### src/rtl/tone_synth.sv
// Multi-channel phase-accumulator tone synthesiser with a fixed sample timer.
// Pushes one packed PCM word per sample period into a downstream FIFO.
module tone_synth #(
  parameter int unsigned CH_W     = 8,
  parameter int unsigned NUM_CH   = 2,
  parameter int unsigned PHASE_W  = 24,
  parameter int unsigned RATE_DIV = 1024
) (
  input  logic                      clk,
  input  logic                      aclr,
  input  logic                      enable,
  input  logic                      fifo_full,
  input  logic [NUM_CH*PHASE_W-1:0] freq_word,
  input  logic [1:0]                wave_sel,
  input  logic [CH_W-1:0]           amplitude,
  input  logic                      clr_overrun,
  output logic                      tone_pcm_rdy,
  output logic [NUM_CH*CH_W-1:0]    tone_pcm,
  output logic                      overrun
);

  localparam int unsigned TMR_W  = $clog2(RATE_DIV);
  localparam int unsigned PCM_W  = NUM_CH * CH_W;
  localparam int unsigned PROD_W = 2 * CH_W;

  typedef enum logic [1:0] {IDLE, CALC, PUSH} state_t;

  state_t             state;
  logic [TMR_W-1:0]   timer;
  logic               tick;
  logic [PHASE_W-1:0] phase [NUM_CH];
  logic [PCM_W-1:0]   sample_c;
  logic [CH_W-1:0]    raw;
  logic [CH_W-1:0]    shaped;
  logic [PROD_W-1:0]  prod;

  assign tick = enable && (timer == TMR_W'(RATE_DIV - 1));

  // The strobe must follow fifo_full within the same cycle, so it is decoded from the state.
  assign tone_pcm_rdy = (state == PUSH) && !fifo_full;

  // Sample-period timer; frozen while disabled.
  always_ff @(posedge clk or posedge aclr) begin
    if (aclr) begin
      timer <= '0;
    end else if (enable) begin
      timer <= tick ? '0 : timer + TMR_W'(1);
    end
  end

  // Waveform shaping and amplitude scaling for every channel.
  always_comb begin
    sample_c = '0;
    raw      = '0;
    shaped   = '0;
    prod     = '0;
    for (int unsigned n = 0; n < NUM_CH; n++) begin
      raw = phase[n][PHASE_W-1 -: CH_W];
      case (wave_sel)
        2'd0:    shaped = raw[CH_W-1] ? '1 : '0;
        2'd1:    shaped = raw;
        2'd2:    shaped = raw[CH_W-1] ? ~{raw[CH_W-2:0], 1'b0} : {raw[CH_W-2:0], 1'b0};
        default: shaped = '1;
      endcase
      prod = PROD_W'(shaped) * PROD_W'(amplitude);
      sample_c[n*CH_W +: CH_W] = prod[PROD_W-1 -: CH_W];
    end
  end

  // Accumulate on tick, latch shaped samples, then wait for FIFO space.
  always_ff @(posedge clk or posedge aclr) begin
    if (aclr) begin
      state    <= IDLE;
      tone_pcm <= '0;
      overrun  <= 1'b0;
      for (int unsigned n = 0; n < NUM_CH; n++) begin
        phase[n] <= '0;
      end
    end else begin
      if (tick && (state != IDLE)) begin
        overrun <= 1'b1;
      end else if (clr_overrun) begin
        overrun <= 1'b0;
      end
      case (state)
        IDLE: begin
          if (tick) begin
            for (int unsigned n = 0; n < NUM_CH; n++) begin
              phase[n] <= phase[n] + freq_word[n*PHASE_W +: PHASE_W];
            end
            state <= CALC;
          end
        end
        CALC: begin
          tone_pcm <= sample_c;
          state    <= PUSH;
        end
        PUSH: begin
          if (!fifo_full) begin
            state <= IDLE;
          end
        end
        default: state <= IDLE;
      endcase
    end
  end

endmodule

### config.mk
export PLATFORM = sky130hd
export DESIGN_NAME = tone_synth
export DESIGN_NICKNAME = d
export VERILOG_FILES = /design/src/rtl/tone_synth.sv
export SDC_FILE = /design/constraint.sdc
export NUM_CORES = 1
export LEC_CHECK = 0
export CAP_MARGIN = 25
export CELL_PAD_IN_SITES_DETAIL_PLACEMENT = 1
export CELL_PAD_IN_SITES_GLOBAL_PLACEMENT = 1
export CORE_MARGIN = 2
export CORE_UTILIZATION = 45
export DETAILED_ROUTE_END_ITERATION = 12
export PLACE_DENSITY_LB_ADDON = 0.1
export SLEW_MARGIN = 40
export SYNTH_ARGS = -nofsm -noshare
export SYNTH_HDL_FRONTEND = slang
export SYNTH_SLANG_ARGS = --single-unit
### constraint.sdc
create_clock -name clk -period 13.7 [get_ports clk]
set_input_delay 2.74 -clock clk [delete_from_list [all_inputs] [get_ports clk]]
set_output_delay 2.74 -clock clk [all_outputs]
set_load 0.005 [all_outputs]
==> results.tsv <==
stage	metric	value	unit
outcome	status	complete, no violations	
hold_path	min-delay src	tone_pcm[14]	
setup_path	worst path required time	13910	ps
clocking	CTS tree	built	
pwr	Pint	0.000603	W
grt	GR Layer Usage met2	0.419	
setup_path	Setup CP Type	input port to flip-flop	
yosys	post-synthesis sequential area ratio	0.207	
die	height of the chip	148	um
die	Rows	52	
place	placed cell areas	10400	um2
cells_and_area	Post-Layout Cell Count	1418	
clocking	Hold-fix buffers, CTS	0	
cells_and_area	Post-layout nets	1391	
cells_and_area	most frequent cells in the layout	nand2_1 (128), ha_1 (113), inv_1 (111), and2_1 (98), clkdlybuf4s50_1 (80)	
die	Die W	148	um
detailed_routing	DRC	0	
clocking	root buf cell	clkbuf_16	
setup_path	Crit path max-delay family	adder cells	
yosys	fraction of the mapped netlist area in simple logic gates	0.205	
setup_path	crit-path cells	clkdlybuf4s50_1 > inv_1 > nor2_1 > a21oi_1 > o22a_1 > and2_1 > fa_1 > fa_1 > fa_1 > inv_1 > fa_1 > inv_1 > ha_1 > o21a_1 > o21ai_0 > nor4b_2 > o2111ai_1 > a31oi_1 > a21oi_1 > xnor2_1 > o21ai_0	
grt	largest net degree at the start of global routing	93	
yosys	number of flops mapped to enable cells by yosys	0	
cells_and_area	Ant. Diodes	0	
pwr	sw power	0.000395	W
place	placed cells	1401	
yosys	largest family of logic cells by synthesized area	adder cells	
grt	GR peak layer	met2	
grt	GRT met1 Usage	0.286	
clocking	Post-CTS Resized	0	
die	Core Region	20300	um2
yosys	Synth cell types	67	
sta	period utilization	0.624	
setup_path	critical path's slowest cell	clkdlybuf4s50_1	
grt	met3 Resource Use GR	0.0330	
hold_path	HP Class	flip-flop to flip-flop	
die	num ports	81	
yosys	syn_nets	1329	
yosys	Top FF cell, synth	dfrtp_1	
pwr	register share of total power	0.251	
grt	antenna violations before repair	0	
sta	Final WS setup	5150	ps
setup_path	stages on the worst setup path	21	
yosys	#FFs+latches synth	77	
sta	fin crit period	8550	ps
cells_and_area	Fillers	2406	
grt	number of global-route vias before repair	8610	
yosys	mapped cell area	9320	um2
cells_and_area	commonest non-fill, non-tap cell in the layout	nand2_1	
setup_path	Worst path most repeated cell	fa_1	
yosys	Synth Area in XOR/XNOR	0.0536	
cells_and_area	Area growth syn-to-layout	14.7	%
place	gpl congestion	0.820	
place	dpl hpwl	18.3	mm
setup_path	Worst path max stage delay	840	ps
sta	Final Hold Vio Count	0	
yosys	synth warn	0	
run	MaxCap Viol Count	0	
setup_path	CP Capture Type	flip-flop	
setup_path	CP Buf/Inv Count	4	
grt	total grt overflow	0	
detailed_routing	final antenna-violating net count	0	
setup_path	critical path peak fanout	18	
clocking	H-tree levels	3	
detailed_routing	DR pass1 iterations	4	
pwr	Cell Pwr Density	93.3	nW/um2
die	Initial Util	0.459	
yosys	gate count of the mapped netlist	1081	
die	full die area	21900	um2
clocking	worst-skew pair later-pin latency	350	ps
detailed_routing	Via density	5.46	
yosys	syn_area_per_cell	8.62	um2
sta	unrepaired setup endpoints after global routing	false	
detailed_routing	Routed WL per cell	16.7	um
clocking	Clock Sink Count	77	
hold_path	hold path depth	2	
cells_and_area	share of post-route cells with drive strength above 1	0.0357	
place	# port buffers	80	
grt	Total Routing Usage GR	0.231	
sta	fmax	0.117	GHz
sta	worst hold slack	479	ps
setup_path	CP Launch Type	input port	
clocking	Post-CTS Setup Repair Bufs	0	
clocking	clk buf depth	2	
pwr	combinational share of power	0.494	
yosys	multiplexer area fraction after synthesis	0.00846	
pwr	switching portion of total power	0.396	
setup_path	Reg2Reg Launch Point	phase[47]	
pwr	Leakage	5.15	nW
setup_path	Reg2Reg Depth	20	
clocking	clk slew on worst S/H paths	60	ps
pwr	peak supply drop	0.0600	mV
setup_path	Reg2Reg Setup Slack	7930	ps
setup_path	Reg-to-Reg End	tone_pcm[7]	
sta	max-slew violation count	0	
yosys	async set or reset register ratio after synthesis	1.00	
cells_and_area	design area	10700	um2
detailed_routing	final WL	23.6	mm
sta	worst clock skew	9.56	ps
detailed_routing	via total after detailed routing	7737	
detailed_routing	initial DRC count	230	
pwr	Clock power frac	0.255	
setup_path	worst path arrival time	8770	ps
yosys	Compound-Gate Fraction of Synth Area	0.160	
sta	Max-slew headroom	0.436	
sta	setup tns final	0	ps
place	pre-CTS setup slack	4830	ps
sta	worst slew pin tran	846	ps
clocking	Num CTS Buffers	9	
sta	final setup vio count	0	
grt	first-pass GRT wire length	41.3	mm
yosys	Synth Area in Adders	0.306	
hold_path	Hold EP	tone_pcm[14]	
-- layout make-up --
cell class,instances,area [um2],share of cell area
clock inverters,5,58.8,0.00550
multi-input cells,858,6840,0.640
flip-flops and latches,77,1930,0.180
clock buffers,11,243,0.0227
inverters,113,425,0.0398
well taps,270,338,0.0316
repair buffers,84,858,0.0803
-- power groups by stage --
stage	registers [W]	logic [W]	clock network (W)
2_1_floorplan	0.000251	0.000351	0
3_3_place_gp	0.000253	0.000473	0
3_5_place_dp	0.000255	0.000494	0
4_1_cts	0.000251	0.000500	0.000263
5_1_grt	0.000252	0.000567	0.000270
6_report	0.000251	0.000492	0.000255
-- per-layer routing --
metal	vias to the layer above	share of wire
met5	-	0
met4	0	0.018
met3	27	0.022
met2	71	0.51
met1	3841	0.45
li1	3798	-
-- tightest hold or removal path: stages (launching register included) --
cell and delay [ps]:
dfrtp_1 340, nand2_1 50, o21ai_0 60
-- metrics by stage --
| stage | power (W) | utilization |
|---|---|---|
| after CTS | 0.00101 | 0.525 |
| after global placement | 0.000726 | 0.510 |
| after detailed placement | 0.000748 | 0.510 |
| after floorplan | 0.000602 | - |
| after global routing | 0.00109 | 0.527 |
| final | 0.000997 | 0.527 |
-- registers in the layout (all words and copies together), names as in the netlist --
register  flops
tone_pcm     16
state         2
overrun       1
timer        10
phase        48
-- synthesized netlist by cell type, drive strengths merged, types with 17 or more instances --
library cell,number,area (um2)
nand2,129,484
ha,113,1410
inv,113,424
and2,98,613
o21ai,78,390
dfrtp,77,1930
a21oi,72,364
fa,72,1440
nor2,42,160
xnor2,32,280
clkbuf,26,97.6
xor2,25,219
nor3,17,85.1
-- logic make-up (layout without fill, tap and decap cells) --
logic type / count (synthesis) / after routing
multiplexers: 7 / 7
AO/OA/AOI/OAI: 237 / 237
AND/OR/NAND/NOR: 372 / 372
XOR/XNOR: 57 / 57
adder cells (fa/ha/maj): 185 / 185
buffers and inverters: 146 / 213
flip-flops: 77 / 77
-- worst max-delay path by stage --
stage	slack, ps	from	end
6_report	5150	wave_sel[1]	tone_pcm[7]
5_1_grt	4760	wave_sel[1]	tone_pcm[7]
3_5_place_dp	4830	wave_sel[1]	tone_pcm[7]
2_1_floorplan	6320	wave_sel[1]	tone_pcm[5]
4_1_cts	5180	wave_sel[1]	tone_pcm[7]
3_3_place_gp	4890	wave_sel[1]	tone_pcm[7]
Power figures use the tool's default switching activity.
